## src/rtl/rca_dispatch_ctrl.sv

```systemverilog
// RCA dispatch controller: tracks each accelerator slot from issue through
// execution to writeback, with a busy timeout and a round-robin writeback arbiter.
//
//   state      | meaning
//   S_IDLE     | slot free, may accept a request
//   S_BUSY     | accelerator executing, cycle counter running
//   S_WB_PEND  | result ready, waiting for a writeback grant
module rca_dispatch_ctrl #(
  parameter int NUM_RCAS       = 3,
  parameter int ID_W           = 3,
  parameter int TIMEOUT_CYCLES = 64
) (
  input  logic                        clk,
  input  logic                        rst,
  input  logic                        req_valid,
  output logic                        req_ready,
  input  logic [$clog2(NUM_RCAS)-1:0] req_rca_sel,
  input  logic [ID_W-1:0]             req_id,
  input  logic                        req_cfg_only,
  output logic [NUM_RCAS-1:0]         rca_start,
  output logic [ID_W-1:0]             rca_start_id,
  input  logic [NUM_RCAS-1:0]         rca_done,
  output logic                        wb_done,
  output logic [ID_W-1:0]             wb_id,
  output logic                        wb_timeout,
  output logic [NUM_RCAS-1:0]         busy_mask,
  output logic                        err_spurious
);

  localparam int SEL_W = $clog2(NUM_RCAS);
  localparam int CNT_W = (TIMEOUT_CYCLES > 1) ? $clog2(TIMEOUT_CYCLES) : 1;
  localparam logic [CNT_W-1:0] CNT_TERM = CNT_W'(TIMEOUT_CYCLES - 1);

  typedef enum logic [1:0] {
    S_IDLE    = 2'd0,
    S_BUSY    = 2'd1,
    S_WB_PEND = 2'd2
  } slot_state_e;

  slot_state_e      state_q [NUM_RCAS];
  slot_state_e      state_d [NUM_RCAS];
  logic [ID_W-1:0]  id_q    [NUM_RCAS];
  logic [ID_W-1:0]  id_d    [NUM_RCAS];
  logic             tflag_q [NUM_RCAS];
  logic             tflag_d [NUM_RCAS];
  logic [CNT_W-1:0] cnt_q   [NUM_RCAS];
  logic [CNT_W-1:0] cnt_d   [NUM_RCAS];

  logic [SEL_W-1:0]    last_grant_q, last_grant_d;
  logic [NUM_RCAS-1:0] start_q, start_d;
  logic [ID_W-1:0]     start_id_q, start_id_d;
  logic                wb_done_q, wb_done_d;
  logic [ID_W-1:0]     wb_id_q, wb_id_d;
  logic                wb_timeout_q, wb_timeout_d;
  logic                err_q, err_d;

  logic                accept;
  logic [NUM_RCAS-1:0] sel_oh;
  logic [NUM_RCAS-1:0] pend;
  logic [NUM_RCAS-1:0] running;
  logic [NUM_RCAS-1:0] gnt;
  logic                gnt_vld;
  logic [SEL_W-1:0]    gnt_idx;

  // Out-of-range selects match no slot, so req_ready stays low for them.
  always_comb begin
    sel_oh    = '0;
    req_ready = 1'b0;
    pend      = '0;
    running   = '0;
    busy_mask = '0;
    for (int i = 0; i < NUM_RCAS; i++) begin
      if (req_rca_sel == SEL_W'(i)) begin
        sel_oh[i] = 1'b1;
        req_ready = (state_q[i] == S_IDLE);
      end
      pend[i]      = (state_q[i] == S_WB_PEND);
      running[i]   = (state_q[i] == S_BUSY);
      busy_mask[i] = (state_q[i] != S_IDLE);
    end
  end

  assign accept = req_valid & req_ready;

  // Scan from the farthest candidate to the nearest so the slot right after
  // last_grant is the one left standing.
  always_comb begin
    gnt     = '0;
    gnt_vld = 1'b0;
    gnt_idx = last_grant_q;
    for (int k = NUM_RCAS; k >= 1; k--) begin
      for (int i = 0; i < NUM_RCAS; i++) begin
        if (pend[i] && (((int'(last_grant_q) + k) % NUM_RCAS) == i)) begin
          gnt     = '0;
          gnt[i]  = 1'b1;
          gnt_vld = 1'b1;
          gnt_idx = SEL_W'(i);
        end
      end
    end
  end

  always_comb begin
    for (int i = 0; i < NUM_RCAS; i++) begin
      state_d[i] = state_q[i];
      id_d[i]    = id_q[i];
      tflag_d[i] = tflag_q[i];
      cnt_d[i]   = cnt_q[i];
      case (state_q[i])
        S_IDLE: begin
          if (accept && sel_oh[i]) begin
            id_d[i]    = req_id;
            tflag_d[i] = 1'b0;
            cnt_d[i]   = '0;
            state_d[i] = req_cfg_only ? S_WB_PEND : S_BUSY;
          end
        end
        S_BUSY: begin
          cnt_d[i] = cnt_q[i] + CNT_W'(1);
          // A completion on the terminal cycle beats the timeout.
          if (rca_done[i]) begin
            state_d[i] = S_WB_PEND;
            tflag_d[i] = 1'b0;
          end else if (cnt_q[i] == CNT_TERM) begin
            state_d[i] = S_WB_PEND;
            tflag_d[i] = 1'b1;
          end
        end
        S_WB_PEND: begin
          if (gnt[i]) state_d[i] = S_IDLE;
        end
        default: state_d[i] = S_IDLE;
      endcase
    end

    start_d    = '0;
    start_id_d = '0;
    if (accept && !req_cfg_only) begin
      start_d    = sel_oh;
      start_id_d = req_id;
    end

    wb_done_d    = gnt_vld;
    wb_id_d      = '0;
    wb_timeout_d = 1'b0;
    for (int i = 0; i < NUM_RCAS; i++) begin
      if (gnt[i]) begin
        wb_id_d      = id_q[i];
        wb_timeout_d = tflag_q[i];
      end
    end

    last_grant_d = gnt_vld ? gnt_idx : last_grant_q;
    err_d        = err_q | (|(rca_done & ~running));
  end

  always_ff @(posedge clk) begin
    if (!rst) begin
      for (int i = 0; i < NUM_RCAS; i++) begin
        state_q[i] <= S_IDLE;
        id_q[i]    <= '0;
        tflag_q[i] <= 1'b0;
        cnt_q[i]   <= '0;
      end
      last_grant_q <= SEL_W'(NUM_RCAS - 1);
      start_q      <= '0;
      start_id_q   <= '0;
      wb_done_q    <= 1'b0;
      wb_id_q      <= '0;
      wb_timeout_q <= 1'b0;
      err_q        <= 1'b0;
    end else begin
      for (int i = 0; i < NUM_RCAS; i++) begin
        state_q[i] <= state_d[i];
        id_q[i]    <= id_d[i];
        tflag_q[i] <= tflag_d[i];
        cnt_q[i]   <= cnt_d[i];
      end
      last_grant_q <= last_grant_d;
      start_q      <= start_d;
      start_id_q   <= start_id_d;
      wb_done_q    <= wb_done_d;
      wb_id_q      <= wb_id_d;
      wb_timeout_q <= wb_timeout_d;
      err_q        <= err_d;
    end
  end

  assign rca_start    = start_q;
  assign rca_start_id = start_id_q;
  assign wb_done      = wb_done_q;
  assign wb_id        = wb_id_q;
  assign wb_timeout   = wb_timeout_q;
  assign err_spurious = err_q;

endmodule

```

## config.mk

```make
export PLATFORM = sky130hd
export DESIGN_NAME = rca_dispatch_ctrl
export DESIGN_NICKNAME = d
export VERILOG_FILES = /design/src/rtl/rca_dispatch_ctrl.sv
export SDC_FILE = /design/constraint.sdc
export NUM_CORES = 1
export LEC_CHECK = 0
export CAP_MARGIN = 20
export CORE_MARGIN = 4
export CORE_UTILIZATION = 52
export CTS_BUF_LIST = sky130_fd_sc_hd__clkbuf_4 sky130_fd_sc_hd__clkbuf_8
export DETAILED_ROUTE_END_ITERATION = 8
export GPL_TIMING_DRIVEN = 0
export PLACE_DENSITY = 0.75
export REMOVE_ABC_BUFFERS = 1
export SYNTH_ARGS = -nofsm -noshare
export SYNTH_HDL_FRONTEND = slang
export SYNTH_SLANG_ARGS = --single-unit
```

## constraint.sdc

```tcl
create_clock -name clk -period 4.8 [get_ports clk]
set_input_delay 0.48 -clock clk [delete_from_list [all_inputs] [get_ports clk]]
set_output_delay 0.48 -clock clk [all_outputs]
set_load 0.03 [all_outputs]
```

# After elaboration in Yosys (flattened, before gate mapping)

Memory sizes are Yosys's and may differ from the RTL's.
Index checks and enable logic that the tools add are counted.

Reduce and logical (&&, ||, !) cells: 28
Add/subtract/negate cells: 6
Div/mod/pow operators: 3
Equality and inequality tests: 17
Mux-type cells: 93
Bitwise operators: 16

Operator list:

| operator                                              | count |
|---|---|
| equality test 32 x 2 -> 1 bit (second input constant) | 3 |
| equality test 32 x 3 -> 1 bit (second input constant) | 3 |
| zero test 32 bit                                      | 3 |
| modulo 32 x 3 -> 32 bit (second input constant)       | 3 |
| 2-to-1 mux 3 bit                                      | 20 |
| 2-to-1 mux 2 bit                                      | 25 |
| 2-to-1 mux 6 bit                                      | 6 |
| one-hot mux 6 bit (2 select lines)                    | 3 |
| 2-to-1 mux 1 bit                                      | 33 |
| adder 6 x 1 -> 6 bit (second input constant)          | 3 |
| equality test 6 bit (second input constant)           | 3 |
| one-hot mux 2 bit (3 select lines)                    | 3 |
| logical AND 1 bit                                     | 13 |
| bitwise OR 1 bit                                      | 13 |
| nonzero test 9 bit                                    | 1 |
| equality test 2 x 1 -> 1 bit (second input constant)  | 4 |
| equality test 2 bit (second input constant)           | 4 |
| zero test 2 bit                                       | 4 |
| adder 2 x 2 -> 3 bit (second input constant)          | 2 |
| one-hot mux 1 bit (2 select lines)                    | 3 |
| nonzero test 2 bit                                    | 3 |
| AND reduction 2 bit                                   | 2 |
| adder 2 x 1 -> 3 bit (second input constant)          | 1 |
| AND 3 bit                                             | 1 |
| other kinds (4)                                       | 4 |

Memory bits (writable): 36
Logic and storage cells: 174
Bits in registers: 14
Memories: 4

Memory list:

| memory  | words | width | rd ports | clocked after Yosys merged registers in | wr ports | line | text |
|---|---|---|---|---|---|---|---|
| cnt_q   | 3     | 6     | 3        | 0                                       | 3        | 46   | `logic [CNT_W-1:0] cnt_q [NUM_RCAS];` |
| id_q    | 3     | 3     | 3        | 0                                       | 3        | 42   | `logic [ID_W-1:0] id_q [NUM_RCAS];` |
| state_q | 3     | 2     | 3        | 0                                       | 3        | 40   | `slot_state_e state_q [NUM_RCAS];` |
| tflag_q | 3     | 1     | 3        | 0                                       | 3        | 44   | `logic tflag_q [NUM_RCAS];` |

# Longest topological paths before layout

Word-level depth: 16
Depth in mapped cells: 6

# Least setup slack after synthesis

OpenSTA, ideal clock, no wires.

Kind: register to register
Start: register last_grant_q[0]
End: register wb_id_q[0] (netlist: wb_id[0])
Setup slack: 3015 ps
Cell stages (with the launch flop): 7
Arrival: 1651 ps
Period minus slack after synthesis: 1785 ps
Data required time: 4667 ps
Cell sequence: dfxtp_1 > inv_1 > ha_1 > or2_2 > a31oi_1 > nand2b_1 > a311oi_1

Longest elaborated chain between the ends: 16

Ends and longest elaborated chain:

| what                           | line | text |
|---|---|---|
| start, declared                | 49   | `logic [SEL_W-1:0] last_grant_q, last_grant_d;` |
| start signal, assigned         | 165  | `last_grant_q <= SEL_W'(NUM_RCAS - 1);` |
| start signal, assigned         | 179  | `last_grant_q <= last_grant_d;` |
| adder 2 x 2 -> 3 bit           | 93   | `if (pend[i] && (((int'(last_grant_q) + k) % NUM_RCAS) == i)) begin` |
| modulo 32 x 3 -> 32 bit        | 93   |  |
| zero test 32 bit               | 93   |  |
| logical AND 1 bit              | 93   |  |
| 2-to-1 mux 1 bit               | 93   |  |
| 2-to-1 mux 3 bit (7 in series) | 93   |  |
| 2-to-1 mux 3 bit (*)           | 93   |  |
| 2-to-1 mux 3 bit (2 in series) | 147  | `if (gnt[i]) begin` |
| 2-to-1 mux 3 bit (*)           | 147  |  |
| end signal, assigned           | 183  | `wb_id_q <= wb_id_d;` |
| end, declared                  | 53   | `logic [ID_W-1:0] wb_id_q, wb_id_d;` |

Mark *: on every way between the ends. The rest lies on a longest branch, timed or not.
A chain may end at the register's enable or synchronous reset.

# Worst setup path in the final report

Start: input req_rca_sel[0]
End: output req_ready

Longest elaborated chain between the ends: 4

Ends and longest elaborated chain:

| what                           | line | text |
|---|---|---|
| start, declared                | 17   | `input logic [$clog2(NUM_RCAS)-1:0] req_rca_sel,` |
| zero test 2 bit                | 73   | `if (req_rca_sel == SEL_W'(i)) begin` |
| 2-to-1 mux 1 bit (2 in series) | 73   |  |
| 2-to-1 mux 1 bit (*)           | 73   |  |
| end, declared                  | 16   | `output logic req_ready,` |

Marked as above.

==> run_results.csv <==
group,metric,value,unit
critical_path,crit_chain,"clkdlybuf4s50_1 > o31ai_1 > o31a_1 > clkdlybuf4s50_1",
drt,vias_per_cell,5.79,
critical_path,startpoint_type,"input pin",
power_and_ir_drop,p_leak,1.06,nW
die,die_h,75.3,um
logic_synthesis,syn_inst,273,
power_and_ir_drop,vdd_drop_max,145,uV
global_route,grt_pass1_wl,8380,um
timing,min_period,2.89,ns
global_route,grt_usage,0.193,
clock_network,cts.path.max_buffers,2,
timing,fin_crit_sh,0.603,
timing,fin_ws,1.91,ns
power_and_ir_drop,power_density,291,mW/mm^2
critical_path,arrival,2.41,ns
die,die_w,75.3,um
drt,drtIter0Drc,177,
logic_synthesis,synth.distinct_cells,50,
worst_hold_path,holdPathEnd,"id_q[0][3]",
finish,nNetsFinal,312,
timing,setup_tns,0,ns
timing,fin_worst_skew,0.00795,ns
logic_synthesis,ys_seq_area_frac,0.425,
clock_network,clk_latency,0.31,ns
placement,place_ws,1.93,ns
logic_synthesis,synth_most_common_cell,"dfxtp_1",
finish,filler_cell_count,419,
die,start_util,0.538,
timing,slew_violations,0,
clock_network,ctsHoldBuffers,0,
global_route,antenna_found_initial,0,
timing,holdWs,0.464,ns
timing,slew_headroom,0.372,
clock_network,numCtsBuffers,5,
logic_synthesis,ys_top_cells_by_count,"dfxtp_1, nor2_1, nand2_1",
critical_path,worst-setup-path-type,"in -> out",
placement,dp.cells,340,
timing,rsz0062_at_grt,"no",
clock_network,cts_resized,0,
die,core,0.00438,sq mm
placement,gp_congestion,0.821,
logic_synthesis,syn-cell-area,0.00236,sq mm
finish,antenna_cells,0,
logic_synthesis,synthFlopType,"dfxtp_1",
logic_synthesis,async_reset_ff_frac,0,
critical_path,cp_slowest_cell,"clkdlybuf4s50_1",
die,io_pins,28,
placement,hpwlAfterDp,3840,um
logic_synthesis,yosysTopAreaCell,"dfxtp_1",
global_route,overflow,0,
drt,vias,2014,
clock_network,clk_pin_slew,0.09,ns
logic_synthesis,synth_edf_count,0,
logic_synthesis,synth_warnings,0,
worst_hold_path,hold_depth,2,
die,row_count,24,
logic_synthesis,ys_ff_latch,50,
drt,wl_per_cell,15.0,um
finish,fin_cells,348,
critical_path,timing.rr.end,"wb_timeout",
drt,drtPass1Iterations,4,
die,dieArea,0.00567,sq mm
worst_hold_path,hold_class,"reg -> reg",
logic_synthesis,avgSynthCellArea,8.63,sq um
drt,wl,5220,um
placement,io_buffers,27,
logic_synthesis,yosys-top-cells-area,"dfxtp_1, nor2_1, a21oi_1, nand2_1, nand3_1",
critical_path,critical_path.max_stage_delay,0.72,ns
outcome,status,"finished clean",
critical_path,reg2reg_slack,2.64,ns
global_route,grt_pass1_vias,1745,
timing,worst-slew-pin-transition,0.941,ns
job,max_cap_violations,0,
critical_path,path_max_fanout,10,
critical_path,reg2reg_from,"last_grant_q[0]",
clock_network,cts.sinks,50,
drt,postRouteAntennaNets,0,
timing,fmax,0.346,GHz
critical_path,worstSetupEndpointType,"primary output",
logic_synthesis,synth_top_cell_area_share,0.425,
critical_path,worstRegToRegCells,6,
finish,fin_area,0.00272,sq mm
clock_network,h-tree-depth,2,
power_and_ir_drop,finalPower,0.792,mW
timing,finalSetupViolCount,0,
placement,post_dp_cell_area,0.00263,sq mm
finish,area_growth,15.4,%
critical_path,critPathMostFrequentCell,"clkdlybuf4s50_1",
finish,drive_above_1_share,0.0574,
worst_hold_path,holdCritStartpoint,"id_q[0][3]",
critical_path,crit_required,4.32,ns
drt,drc,0,
finish,final_core_util,0.621,
clock_network,cts_tree,"yes",
global_route,grt_max_degree,31,
timing,hold_viol_final,0,
clock_network,clockRootBuffer,"clkbuf_8",
clock_network,post-cts-setup-buffers,0,
==> routing by layer <==
| metal | vias up | global-route usage | wire, um |
|---|---|---|---|
| met5 | - | 0 | 0 |
| met4 | 0 | 0.0563 | 60 |
| met3 | 5 | 0.0475 | 219 |
| met2 | 31 | 0.303 | 2470 |
| met1 | 942 | 0.263 | 2470 |
| li1 | 1036 | - | - |
==> kinds of logic (layout without fill, tap and decap cells) <==
family / Yosys count / in the layout / synth area share
DFF: 50 / 50 / 0.425
adders and majority gates: 5 / 5 / 0.0265
and+or+nand+nor: 123 / 123 / 0.260
buffers and inverters: 22 / 45 / 0.0441
xor gates and xnor gates: 8 / 8 / 0.0297
muxes: 4 / 4 / 0.0175
AOI/OAI and AO/OA: 61 / 61 / 0.197
==> layout make-up <==
| type | count | area, sq um | area share |
|---|---|---|---|
| repair buffers | 27 | 270 | 0.0993 |
| clock inverters | 1 | 5.00 | 0.00184 |
| inverters | 10 | 37.5 | 0.0138 |
| well taps | 52 | 65.1 | 0.0239 |
| multi-input cells | 201 | 1250 | 0.460 |
| flip-flops and latches | 50 | 1000 | 0.368 |
| clock buffers | 7 | 90.1 | 0.0331 |
==> where the power goes <==
group	leakage, nW	total, mW	internal (mW)	switching [mW]
Clock	0.0517	0.261	0.122	0.139
Combinational	0.600	0.100	0.0387	0.0617
Sequential	0.405	0.431	0.423	0.00756
==> critical path, delay by kind of cell <==
| kind | cells | cell delay [ns] |
|---|---|---|
| AO/OA/AOI/OAI | 2 | 0.62 |
| buffers and inverters | 2 | 1.30 |
==> worst max path at each step <==
stage                 to  cells past startpoint  slack, ns             from
6_report       req_ready                      4       1.91   req_rca_sel[0]
5_1_grt        req_ready                      4       1.85   req_rca_sel[0]
4_1_cts        req_ready                      4       1.91   req_rca_sel[0]
3_5_place_dp   req_ready                      4       1.93   req_rca_sel[0]
3_3_place_gp   req_ready                      4       1.95   req_rca_sel[0]
2_1_floorplan   wb_id[0]                      6       3.00  last_grant_q[0]
==> registers in the layout, indices dropped and copies added (netlist names), 2 cells and up <==
name / count
cnt_q: 18
id_q: 9
last_grant_q: 2
rca_start: 3
rca_start_id: 3
state_q: 6
tflag_q: 3
wb_id: 3
==> placed cells by master (no fill, tap or decap), types with 3 or more instances in the layout <==
| master | Yosys | layout |
|---|---|---|
| a21oi_1 | 18 | 18 |
| a311oi_1 | 4 | 4 |
| a31oi_1 | 3 | 3 |
| a32oi_1 | 4 | 4 |
| and3_1 | 10 | 10 |
| clkbuf_8 | 0 | 6 |
| clkdlybuf4s50_1 | 0 | 27 |
| dfxtp_1 | 50 | 50 |
| ha_1 | 5 | 5 |
| inv_1 | 10 | 10 |
| mux2i_1 | 3 | 3 |
| nand2_1 | 22 | 22 |
| nand2b_1 | 7 | 7 |
| nand3_1 | 14 | 14 |
| nand3b_1 | 3 | 3 |
| nand4_1 | 4 | 4 |
| nor2_1 | 36 | 36 |
| nor2b_1 | 3 | 3 |
| nor3_1 | 11 | 11 |
| o211ai_1 | 4 | 4 |
| o221a_2 | 3 | 3 |
| o31ai_1 | 3 | 3 |
| xnor2_1 | 4 | 4 |
| xor2_1 | 4 | 4 |
(Power assumes the default switching activity.)
